===== config.mk =====
export PLATFORM = sky130hd
export DESIGN_NAME = vliw_fwd_ctrl_flat
export DESIGN_NICKNAME = d
export VERILOG_FILES = /design/src/rtl/vliw_fwd_ctrl_if.sv /design/src/rtl/vliw_fwd_ctrl.sv /design/src/flat_wrapper.sv
export SDC_FILE = /design/constraint.sdc
export NUM_CORES = 1
export LEC_CHECK = 0
export BUFFER_PORTS_ARGS = -buffer_cell sky130_fd_sc_hd__buf_4
export CAP_MARGIN = 0
export CORE_MARGIN = 2
export CORE_UTILIZATION = 45
export DETAILED_ROUTE_END_ITERATION = 7
export PLACE_DENSITY = 0.74
export SYNTH_ARGS = -nofsm -noshare
export SYNTH_HDL_FRONTEND = slang
export SYNTH_SLANG_ARGS = --single-unit

===== constraint.sdc =====
create_clock -name clk -period 2.9 [get_ports clk]
set_input_delay 0 -clock clk [delete_from_list [all_inputs] [get_ports clk]]
set_output_delay 0 -clock clk [all_outputs]
set_load 0.01 [all_outputs]

===== src/rtl/vliw_fwd_ctrl_if.sv =====
// Decode/hazard-unit side bundle of the STARBUG forwarding controller.
// StallCount exists only when VLIW_FWD_PERF_EN is defined.
interface vliw_fwd_ctrl_if #(
  parameter int NLANES = 4
);
  logic [NLANES-1:0][4:0] Rs1D;
  logic [NLANES-1:0][4:0] Rs2D;
  logic [NLANES-1:0][4:0] RdD;
  logic [NLANES-1:0]      RegWriteD;
  logic [NLANES-1:0]      LateResultD;
  logic                   StallE, FlushE, StallM, FlushM, StallW, FlushW;
  logic [NLANES-1:0][1:0] ForwardAE;
  logic [NLANES-1:0][1:0] ForwardBE;
  logic [NLANES-1:0][1:0] ForwardSelAE;
  logic [NLANES-1:0][1:0] ForwardSelBE;
  logic                   LoadUseStallD;
  logic                   MultiWriteErr;
`ifdef VLIW_FWD_PERF_EN
  logic [31:0]            StallCount;
`endif

  modport master (
    output Rs1D, Rs2D, RdD, RegWriteD, LateResultD,
    output StallE, FlushE, StallM, FlushM, StallW, FlushW,
`ifdef VLIW_FWD_PERF_EN
    input  StallCount,
`endif
    input  ForwardAE, ForwardBE, ForwardSelAE, ForwardSelBE,
    input  LoadUseStallD, MultiWriteErr
  );

  modport slave (
    input  Rs1D, Rs2D, RdD, RegWriteD, LateResultD,
    input  StallE, FlushE, StallM, FlushM, StallW, FlushW,
`ifdef VLIW_FWD_PERF_EN
    output StallCount,
`endif
    output ForwardAE, ForwardBE, ForwardSelAE, ForwardSelBE,
    output LoadUseStallD, MultiWriteErr
  );
endinterface


===== src/rtl/vliw_fwd_ctrl.sv =====
// Four-lane forwarding / load-use controller: tracks rd through E/M/W and drives per-lane bypass selects.
// Define VLIW_FWD_PERF_EN to add the saturating StallCount load-use counter.
module vliw_fwd_ctrl #(
  parameter int NLANES = 4
) (
  input  logic           clk,
  input  logic           reset,
  vliw_fwd_ctrl_if.slave bus
);
  logic [NLANES-1:0][4:0] rs1_e_reg, rs2_e_reg, rd_e_reg, rd_m_reg, rd_w_reg;
  logic [NLANES-1:0]      rw_e_reg, late_e_reg, rw_m_reg, late_m_reg, rw_w_reg;
  logic                   load_use;
  logic                   multi_err;

  // Flush wins over stall in every stage.
  always_ff @(posedge clk or posedge reset) begin
    if (reset) begin
      rs1_e_reg  <= '0;
      rs2_e_reg  <= '0;
      rd_e_reg   <= '0;
      rw_e_reg   <= '0;
      late_e_reg <= '0;
      rd_m_reg   <= '0;
      rw_m_reg   <= '0;
      late_m_reg <= '0;
      rd_w_reg   <= '0;
      rw_w_reg   <= '0;
    end else begin
      if (bus.FlushE) begin
        rs1_e_reg  <= '0;
        rs2_e_reg  <= '0;
        rd_e_reg   <= '0;
        rw_e_reg   <= '0;
        late_e_reg <= '0;
      end else if (!bus.StallE) begin
        rs1_e_reg  <= bus.Rs1D;
        rs2_e_reg  <= bus.Rs2D;
        rd_e_reg   <= bus.RdD;
        rw_e_reg   <= bus.RegWriteD;
        late_e_reg <= bus.LateResultD;
      end
      if (bus.FlushM) begin
        rd_m_reg   <= '0;
        rw_m_reg   <= '0;
        late_m_reg <= '0;
      end else if (!bus.StallM) begin
        rd_m_reg   <= rd_e_reg;
        rw_m_reg   <= rw_e_reg;
        late_m_reg <= late_e_reg;
      end
      if (bus.FlushW) begin
        rd_w_reg <= '0;
        rw_w_reg <= '0;
      end else if (!bus.StallW) begin
        rd_w_reg <= rd_m_reg;
        rw_w_reg <= rw_m_reg;
      end
    end
  end

  // Returns {forward, lane-relative select}; ascending scan lets the highest lane win.
  function automatic logic [3:0] pick(input logic [4:0] x, input logic [1:0] lane);
    logic       m_hit, w_hit;
    logic [1:0] m_src, w_src;
    m_hit = 1'b0;
    w_hit = 1'b0;
    m_src = lane;
    w_src = lane;
    for (int j = 0; j < NLANES; j++) begin
      if (x != 5'd0 && rw_m_reg[j] && !late_m_reg[j] && rd_m_reg[j] == x) begin
        m_hit = 1'b1;
        m_src = 2'(j);
      end
      if (x != 5'd0 && rw_w_reg[j] && rd_w_reg[j] == x) begin
        w_hit = 1'b1;
        w_src = 2'(j);
      end
    end
    if (m_hit)      pick = {2'b10, 2'(m_src - lane)};
    else if (w_hit) pick = {2'b01, 2'(w_src - lane)};
    else            pick = 4'b0000;
  endfunction

  for (genvar gi = 0; gi < NLANES; gi++) begin : g_lane
    localparam logic [1:0] LANE = 2'(gi);
    assign {bus.ForwardAE[gi], bus.ForwardSelAE[gi]} = pick(rs1_e_reg[gi], LANE);
    assign {bus.ForwardBE[gi], bus.ForwardSelBE[gi]} = pick(rs2_e_reg[gi], LANE);
  end

  // A late producer sitting in E cannot reach a D consumer in time.
  always_comb begin
    load_use = 1'b0;
    for (int j = 0; j < NLANES; j++) begin
      for (int i = 0; i < NLANES; i++) begin
        if (rw_e_reg[j] && late_e_reg[j] && rd_e_reg[j] != 5'd0 &&
            (rd_e_reg[j] == bus.Rs1D[i] || rd_e_reg[j] == bus.Rs2D[i]))
          load_use = 1'b1;
      end
    end
  end

  always_comb begin
    multi_err = 1'b0;
    for (int i = 0; i < NLANES; i++) begin
      for (int j = i + 1; j < NLANES; j++) begin
        if (rw_m_reg[i] && rw_m_reg[j] && rd_m_reg[i] != 5'd0 && rd_m_reg[i] == rd_m_reg[j])
          multi_err = 1'b1;
        if (rw_w_reg[i] && rw_w_reg[j] && rd_w_reg[i] != 5'd0 && rd_w_reg[i] == rd_w_reg[j])
          multi_err = 1'b1;
      end
    end
  end

  assign bus.LoadUseStallD = load_use;
  assign bus.MultiWriteErr = multi_err;

`ifdef VLIW_FWD_PERF_EN
  logic [31:0] stall_count_reg;

  always_ff @(posedge clk or posedge reset) begin
    if (reset)
      stall_count_reg <= '0;
    else if (load_use && stall_count_reg != 32'hFFFF_FFFF)
      stall_count_reg <= stall_count_reg + 32'd1;
  end

  assign bus.StallCount = stall_count_reg;
`endif
endmodule


===== src/flat_wrapper.sv =====
// flat-port wrapper written by rule: the top's interface ports become plain ports
module vliw_fwd_ctrl_flat 
#(
  parameter int NLANES = 4
)
  (clk, reset, bus_Rs1D, bus_Rs2D, bus_RdD, bus_RegWriteD, bus_LateResultD, bus_StallE, bus_FlushE, bus_StallM, bus_FlushM, bus_StallW, bus_FlushW, bus_ForwardAE, bus_ForwardBE, bus_ForwardSelAE, bus_ForwardSelBE, bus_LoadUseStallD, bus_MultiWriteErr);
  vliw_fwd_ctrl_if #(.NLANES(NLANES)) bus_i ();
  input  logic clk;
  input  logic reset;
  input wire logic [$bits(bus_i.Rs1D)-1:0] bus_Rs1D;
  input wire logic [$bits(bus_i.Rs2D)-1:0] bus_Rs2D;
  input wire logic [$bits(bus_i.RdD)-1:0] bus_RdD;
  input wire logic [$bits(bus_i.RegWriteD)-1:0] bus_RegWriteD;
  input wire logic [$bits(bus_i.LateResultD)-1:0] bus_LateResultD;
  input wire logic [$bits(bus_i.StallE)-1:0] bus_StallE;
  input wire logic [$bits(bus_i.FlushE)-1:0] bus_FlushE;
  input wire logic [$bits(bus_i.StallM)-1:0] bus_StallM;
  input wire logic [$bits(bus_i.FlushM)-1:0] bus_FlushM;
  input wire logic [$bits(bus_i.StallW)-1:0] bus_StallW;
  input wire logic [$bits(bus_i.FlushW)-1:0] bus_FlushW;
  output wire logic [$bits(bus_i.ForwardAE)-1:0] bus_ForwardAE;
  output wire logic [$bits(bus_i.ForwardBE)-1:0] bus_ForwardBE;
  output wire logic [$bits(bus_i.ForwardSelAE)-1:0] bus_ForwardSelAE;
  output wire logic [$bits(bus_i.ForwardSelBE)-1:0] bus_ForwardSelBE;
  output wire logic [$bits(bus_i.LoadUseStallD)-1:0] bus_LoadUseStallD;
  output wire logic [$bits(bus_i.MultiWriteErr)-1:0] bus_MultiWriteErr;
  assign bus_i.Rs1D = bus_Rs1D;
  assign bus_i.Rs2D = bus_Rs2D;
  assign bus_i.RdD = bus_RdD;
  assign bus_i.RegWriteD = bus_RegWriteD;
  assign bus_i.LateResultD = bus_LateResultD;
  assign bus_i.StallE = bus_StallE;
  assign bus_i.FlushE = bus_FlushE;
  assign bus_i.StallM = bus_StallM;
  assign bus_i.FlushM = bus_FlushM;
  assign bus_i.StallW = bus_StallW;
  assign bus_i.FlushW = bus_FlushW;
  assign bus_ForwardAE = bus_i.ForwardAE;
  assign bus_ForwardBE = bus_i.ForwardBE;
  assign bus_ForwardSelAE = bus_i.ForwardSelAE;
  assign bus_ForwardSelBE = bus_i.ForwardSelBE;
  assign bus_LoadUseStallD = bus_i.LoadUseStallD;
  assign bus_MultiWriteErr = bus_i.MultiWriteErr;
  vliw_fwd_ctrl #(.NLANES(NLANES)) u_core (.clk(clk), .reset(reset), .bus(bus_i));
endmodule

* Word level (Yosys, flattened, before mapping)
Index checks and enable logic that the tools add are counted.
** Word-level totals
- Register bits after elaboration :: 120
- Bits of input ports :: 76
- Output and inout port bits :: 34
- Logic and storage cells :: 594
** Operators by class
- Add/sub/neg operators :: 12
- Equality and inequality tests :: 111
- Muxes and demuxes :: 188
- Reductions and logical operators :: 258
** Operator list (number)
- $eq 5x5->1 :: 108
- $logic_and 1x1->1 :: 220
- $mux 20 :: 10
- $mux 1 :: 104
- $mux 2 :: 48
- $reduce_bool 5->1 :: 18
- $mux 4 :: 18
- $mux 3 :: 8
- $logic_or 1x1->1 :: 16
- $sub 2x2->2 const B :: 8
- $sub 2x1->2 const B :: 4
- $ne 2x1->1 const B :: 3
- $logic_not 1->1 :: 4

* Logic depth before layout (Yosys ltp)
- Depth in word-level cells :: 19
- Depth in mapped cells :: 8
- Depth with buffers taken out :: 6

* Least setup slack after synthesis
OpenSTA, ideal clock, no wires.
- Path type :: flip-flop to output port
- From :: register u_core.rs2_e_reg[0] (netlist bit)
- To :: output bus_ForwardSelBE[1]
- Data arrival time :: 1947 ps
- Slack :: 953 ps
- Stages on the path, launching flop included :: 8
- Path through :: dfrtp_1 > buf_4 > or4_1 > nor2_4 > nor4_1 > a41oi_1 > nand3b_1 > o21ai_1
** On the way
- Longest elaborated chain between the ends :: 9
- Elaborated cells on any way between the ends :: 43
- Those cells by class :: eq/ne (8); mux (14); reduce/logical (21)
** Ends and longest elaborated chain
- start: declaration :: RTL line vliw_fwd_ctrl.sv:10 : logic [NLANES-1:0][4:0] rs1_e_reg, rs2_e_reg, rd_e_reg, rd_m_reg, rd_w_reg;
- start signal: assignment :: RTL line vliw_fwd_ctrl.sv:37 : rs2_e_reg <= bus.Rs2D;
- $reduce_bool 5->1 :: RTL line vliw_fwd_ctrl.sv:70, vliw_fwd_ctrl.sv:74
- $logic_and 1x1->1, on equally long branches (2 in series) :: RTL line vliw_fwd_ctrl.sv:74, vliw_fwd_ctrl.sv:70
- $mux 1 or $logic_and 1x1->1 (tied branches) :: RTL line vliw_fwd_ctrl.sv:74, vliw_fwd_ctrl.sv:70
- $mux 1, on equally long branches (3 in series) :: RTL line vliw_fwd_ctrl.sv:74, vliw_fwd_ctrl.sv:70
- $mux 3 or $mux 1 (tied branches) :: RTL line vliw_fwd_ctrl.sv:80, vliw_fwd_ctrl.sv:70
- $mux 4 * :: RTL line vliw_fwd_ctrl.sv:79 : if (m_hit) pick = {2'b10, 2'(m_src - lane)};
- end: declaration :: RTL line flat_wrapper.sv:24 : output wire logic [$bits(bus_i.ForwardSelBE)-1:0] bus_ForwardSelBE;
Mark *: on every way between the ends. The rest lies on a longest branch, timed or not.

* Worst setup path in the final report
- From :: register u_core.rd_e_reg[7] (netlist bit)
- To :: output bus_LoadUseStallD
** On the way
- Longest elaborated chain between the ends :: 15
- Elaborated cells on any way between the ends :: 30
- Those cells by class :: eq/ne (8); mux (12); reduce/logical (10)
** Ends and longest elaborated chain
- start: declaration :: RTL line vliw_fwd_ctrl.sv:10
- start signal: assignment :: RTL line vliw_fwd_ctrl.sv:38 : rd_e_reg <= bus.RdD;
- $eq 5x5->1 or $reduce_bool 5->1 (tied branches) :: RTL line vliw_fwd_ctrl.sv:96, vliw_fwd_ctrl.sv:95
- $logic_or 1x1->1 or $logic_and 1x1->1 (tied branches) :: RTL line vliw_fwd_ctrl.sv:96, vliw_fwd_ctrl.sv:95
- $logic_and 1x1->1 :: RTL line vliw_fwd_ctrl.sv:95 : if (rw_e_reg[j] && late_e_reg[j] && rd_e_reg[j] != 5'd0 &&
- $mux 1 (3 in series) :: RTL line vliw_fwd_ctrl.sv:95
- $mux 1 * (9 in series) :: RTL line vliw_fwd_ctrl.sv:95
- end: declaration :: RTL line flat_wrapper.sv:25 : output wire logic [$bits(bus_i.LoadUseStallD)-1:0] bus_LoadUseStallD;
Marks and branches as above.

==> metrics <==
synthesis-to-layout area growth=16.8%; Setup-failing EPs final=0; Core ar.=~0.028 sq mm; MaxCap Viol Count=0; dpl ws=slightly above 0.5 ns; total power after layout=between 5 and 6 mW; ys async rst share=between 90% and 100%; Pins Over Slew Limit=0; # rows=approximately 60; share of layout cells above drive strength 1=~14%; htree depth=4; Mapped Avg Cell Area=between 8 and 9 sq um; fill count=roughly 2500; skew final=~0.019 ns; GR Util All Layers=32.2%; first-pass GRT wire length=between 70000 and 80000 microns; WL/cell=approximately 24 microns; vias post-DR=11900; TritonRoute pass-1 iters=5; Clock Sinks=between 100 and 150; Hold Worst Slack=0.0939 ns; ANT nets after route=0; Syn Nets=1567; Slew headroom=between 20% and 30%; number of enable flip-flop cells after synthesis=0; Fmax=between 300 and 400 MHz; Power per Cell Area=a little under 400 mW/mm^2; antenna cell count=0; routed wire length=between 40000 and 50000 microns; clk slew on worst S/H paths=0.07 ns; CP max FO=11; TritonCTS Buffers=17; final worst path period share=between 90% and 100%; Top FF cell, synth=dfrtp_1; CTS tree=done; die width=about 170 microns; Post-DP Area=0.0134 sq mm; P_leak=between 6 and 7 nW; post-synthesis sequential element count=between 100 and 150; DRC=0; Nets=1627; vias in the first global route=11600; detailed placement HPWL=32600 microns; Post-Syn Area=0.0126 sq mm; DIE AREA=~0.029 sq mm; Clock Latency Late Sink=around 0.43 ns; Final TNS setup=0 ns; Die H=around 170 microns; Worst Setup End Kind=output pin; status=completed; Clock Tree Root=clkbuf_16; Placer Congestion=roughly 1.0; IO buf count=around 110; final core utilization=between 50% and 60%; postcts setup bufs=0; Reg2Reg Launch Point=u_core.rd_m_reg[0]$_DFFE_PP0P_; Final Cell Area=between 0.01 and 0.015 sq mm; Initial DRC Count=around 1500; path type of the worst min-delay path=primary input to flip-flop; io pins=110; sequential area share after synthesis=between 20% and 30%; GR Overflow Total=0; min-delay src=bus_StallW; Clock Tree Buf Depth=2; Least-Margin Pin Slew=1.07 ns; Yosys cell types=54; pin count of the biggest net entering global routing=between 60 and 70; Final Hold Fails=0; Inst Count DP=1839; final setup margin=between 0.08 and 0.09 ns; Post-Layout Cell Count=about 2000; Starting Density=approximately 46%; arrival time at the worst endpoint=2.81 ns; worst path required time=around 2.9 ns; critical path launch point type=flip-flop; Ys Warns=0; CP Class=flip-flop to output pin; Max VDD drop=0.434 mV; RSZ-0062 raised after global routing=false; initial antenna violation count=0; Syn Inst Count=between 1000 and 1500; Final min period=roughly 2.8 ns; Vias/cell=slightly above 6; CP startpoint=u_core.rd_e_reg[7]$_DFFE_PP0P_
==> worst max-delay path, stage by stage (launching register included) <==
cell and delay, ns:
dfrtp_1 0.79, xnor2_1 0.15, nand3_1 0.11, o22ai_1 0.11, a311oi_1 0.37, a21oi_1 0.12, or4_1 0.57, buf_4 0.17
==> kinds of logic (layout without fill, tap and decap cells) <==
kind of cell	after synthesis	after routing	share of synthesized area, %
and+or+nand+nor	419	419	17.3
muxes	120	120	9.50
buffers and inverters	218	291	8.22
DFF	120	120	23.7
AOI/OAI and AO/OA	105	105	5.98
xor gates and xnor gates	509	509	35.2
==> report_power, final <==
| part | internal [mW] | switching (mW) |
|---|---|---|
| Sequential | 1.74 | 0.316 |
| Combinational | 0.716 | 0.716 |
| Clock | 1.34 | 0.854 |
==> cell type report <==
class	count	area (sq um)	share of cell area, %
repair buffers	237	1980	13.4
multi-input cells	1153	8620	58.4
well taps	378	473	3.20
flip-flops and latches	120	3010	20.3
clock buffers	20	467	3.16
inverters	22	86.3	0.584
clock inverters	12	139	0.940
==> layer usage <==
metal	vias up	wire length, microns	GRT usage (%)
li1	5129	-	-
met1	5739	18200	41.6
met2	788	21000	49.9
met3	209	4820	6.88
met4	0	2870	18.1
met5	-	0	0
==> path summary, 6_finish.rpt <==
check | to | slack, ns | cells after the start
max in group asynchronous | u_core.rs2_e_reg[19]$_DFFE_PP0P_ | 1.71 | 4
min | u_core.rd_w_reg[16]$_DFFE_PP0P_ | 0.09 | 3
max reg2reg | u_core.rd_w_reg[0]$_DFFE_PP0P_ | 1.36 | 3
min in group asynchronous | u_core.rw_e_reg[3]$_DFFE_PP0P_ | 0.36 | 3
min reg2reg | u_core.late_m_reg[2]$_DFFE_PP0P_ | 0.52 | 2
max | bus_LoadUseStallD | 0.09 | 7
==> synthesized netlist by cell type, drive strengths merged, types with 3 or more instances <==
| library cell | count | share of area, % |
|---|---|---|
| clkbuf | 83 | 2.5 |
| o2111ai | 3 | 0.21 |
| a311oi | 7 | 0.48 |
| nand2 | 31 | 0.92 |
| xor2 | 187 | 13 |
| a21oi | 26 | 1.0 |
| nand3 | 38 | 1.5 |
| o21bai | 5 | 0.30 |
| xnor2 | 322 | 22 |
| a221oi | 10 | 0.69 |
| mux2i | 120 | 9.5 |
| nand4 | 61 | 3.0 |
| nor4 | 63 | 3.2 |
| dfrtp | 120 | 24 |
| inv | 22 | 0.65 |
| or4 | 23 | 1.5 |
| o221ai | 10 | 0.69 |
| nor3 | 22 | 0.87 |
| o211ai | 4 | 0.24 |
| nor2 | 150 | 4.7 |
| buf | 113 | 5.1 |
| and2 | 4 | 0.20 |
| nor2b | 9 | 0.56 |
| or3 | 5 | 0.25 |
| o22ai | 11 | 0.54 |
| nand2b | 10 | 0.49 |
| o21ai | 8 | 0.32 |
| o31ai | 3 | 0.18 |
==> what timing repair did <==
item	in CTS	in global routing
resized for setup	0	7
hold endpoints to repair	156	0
endpoints found under the setup margin	0	9
hold buffers	71	0
==> cell usage in the layout, fill, tap and decap left out, drive strengths merged, types with 3 or more instances in the layout <==
cell type,instances
nor2,150
nor2b,9
nand2b,10
nor4,63
o21ai,8
or3,5
or4,23
o31ai,3
a221oi,10
o2111ai,3
clkbuf,20
mux2i,120
o21bai,5
clkinvlp,5
dlygate4sd3,71
nand2,31
dfrtp,120
xor2,187
a21oi,26
buf,166
a311oi,7
nor3,22
o211ai,4
inv,25
o221ai,10
xnor2,322
o22ai,11
and2,4
nand3,38
nand4,61
No activity file was read; power rests on OpenSTA's default activity.
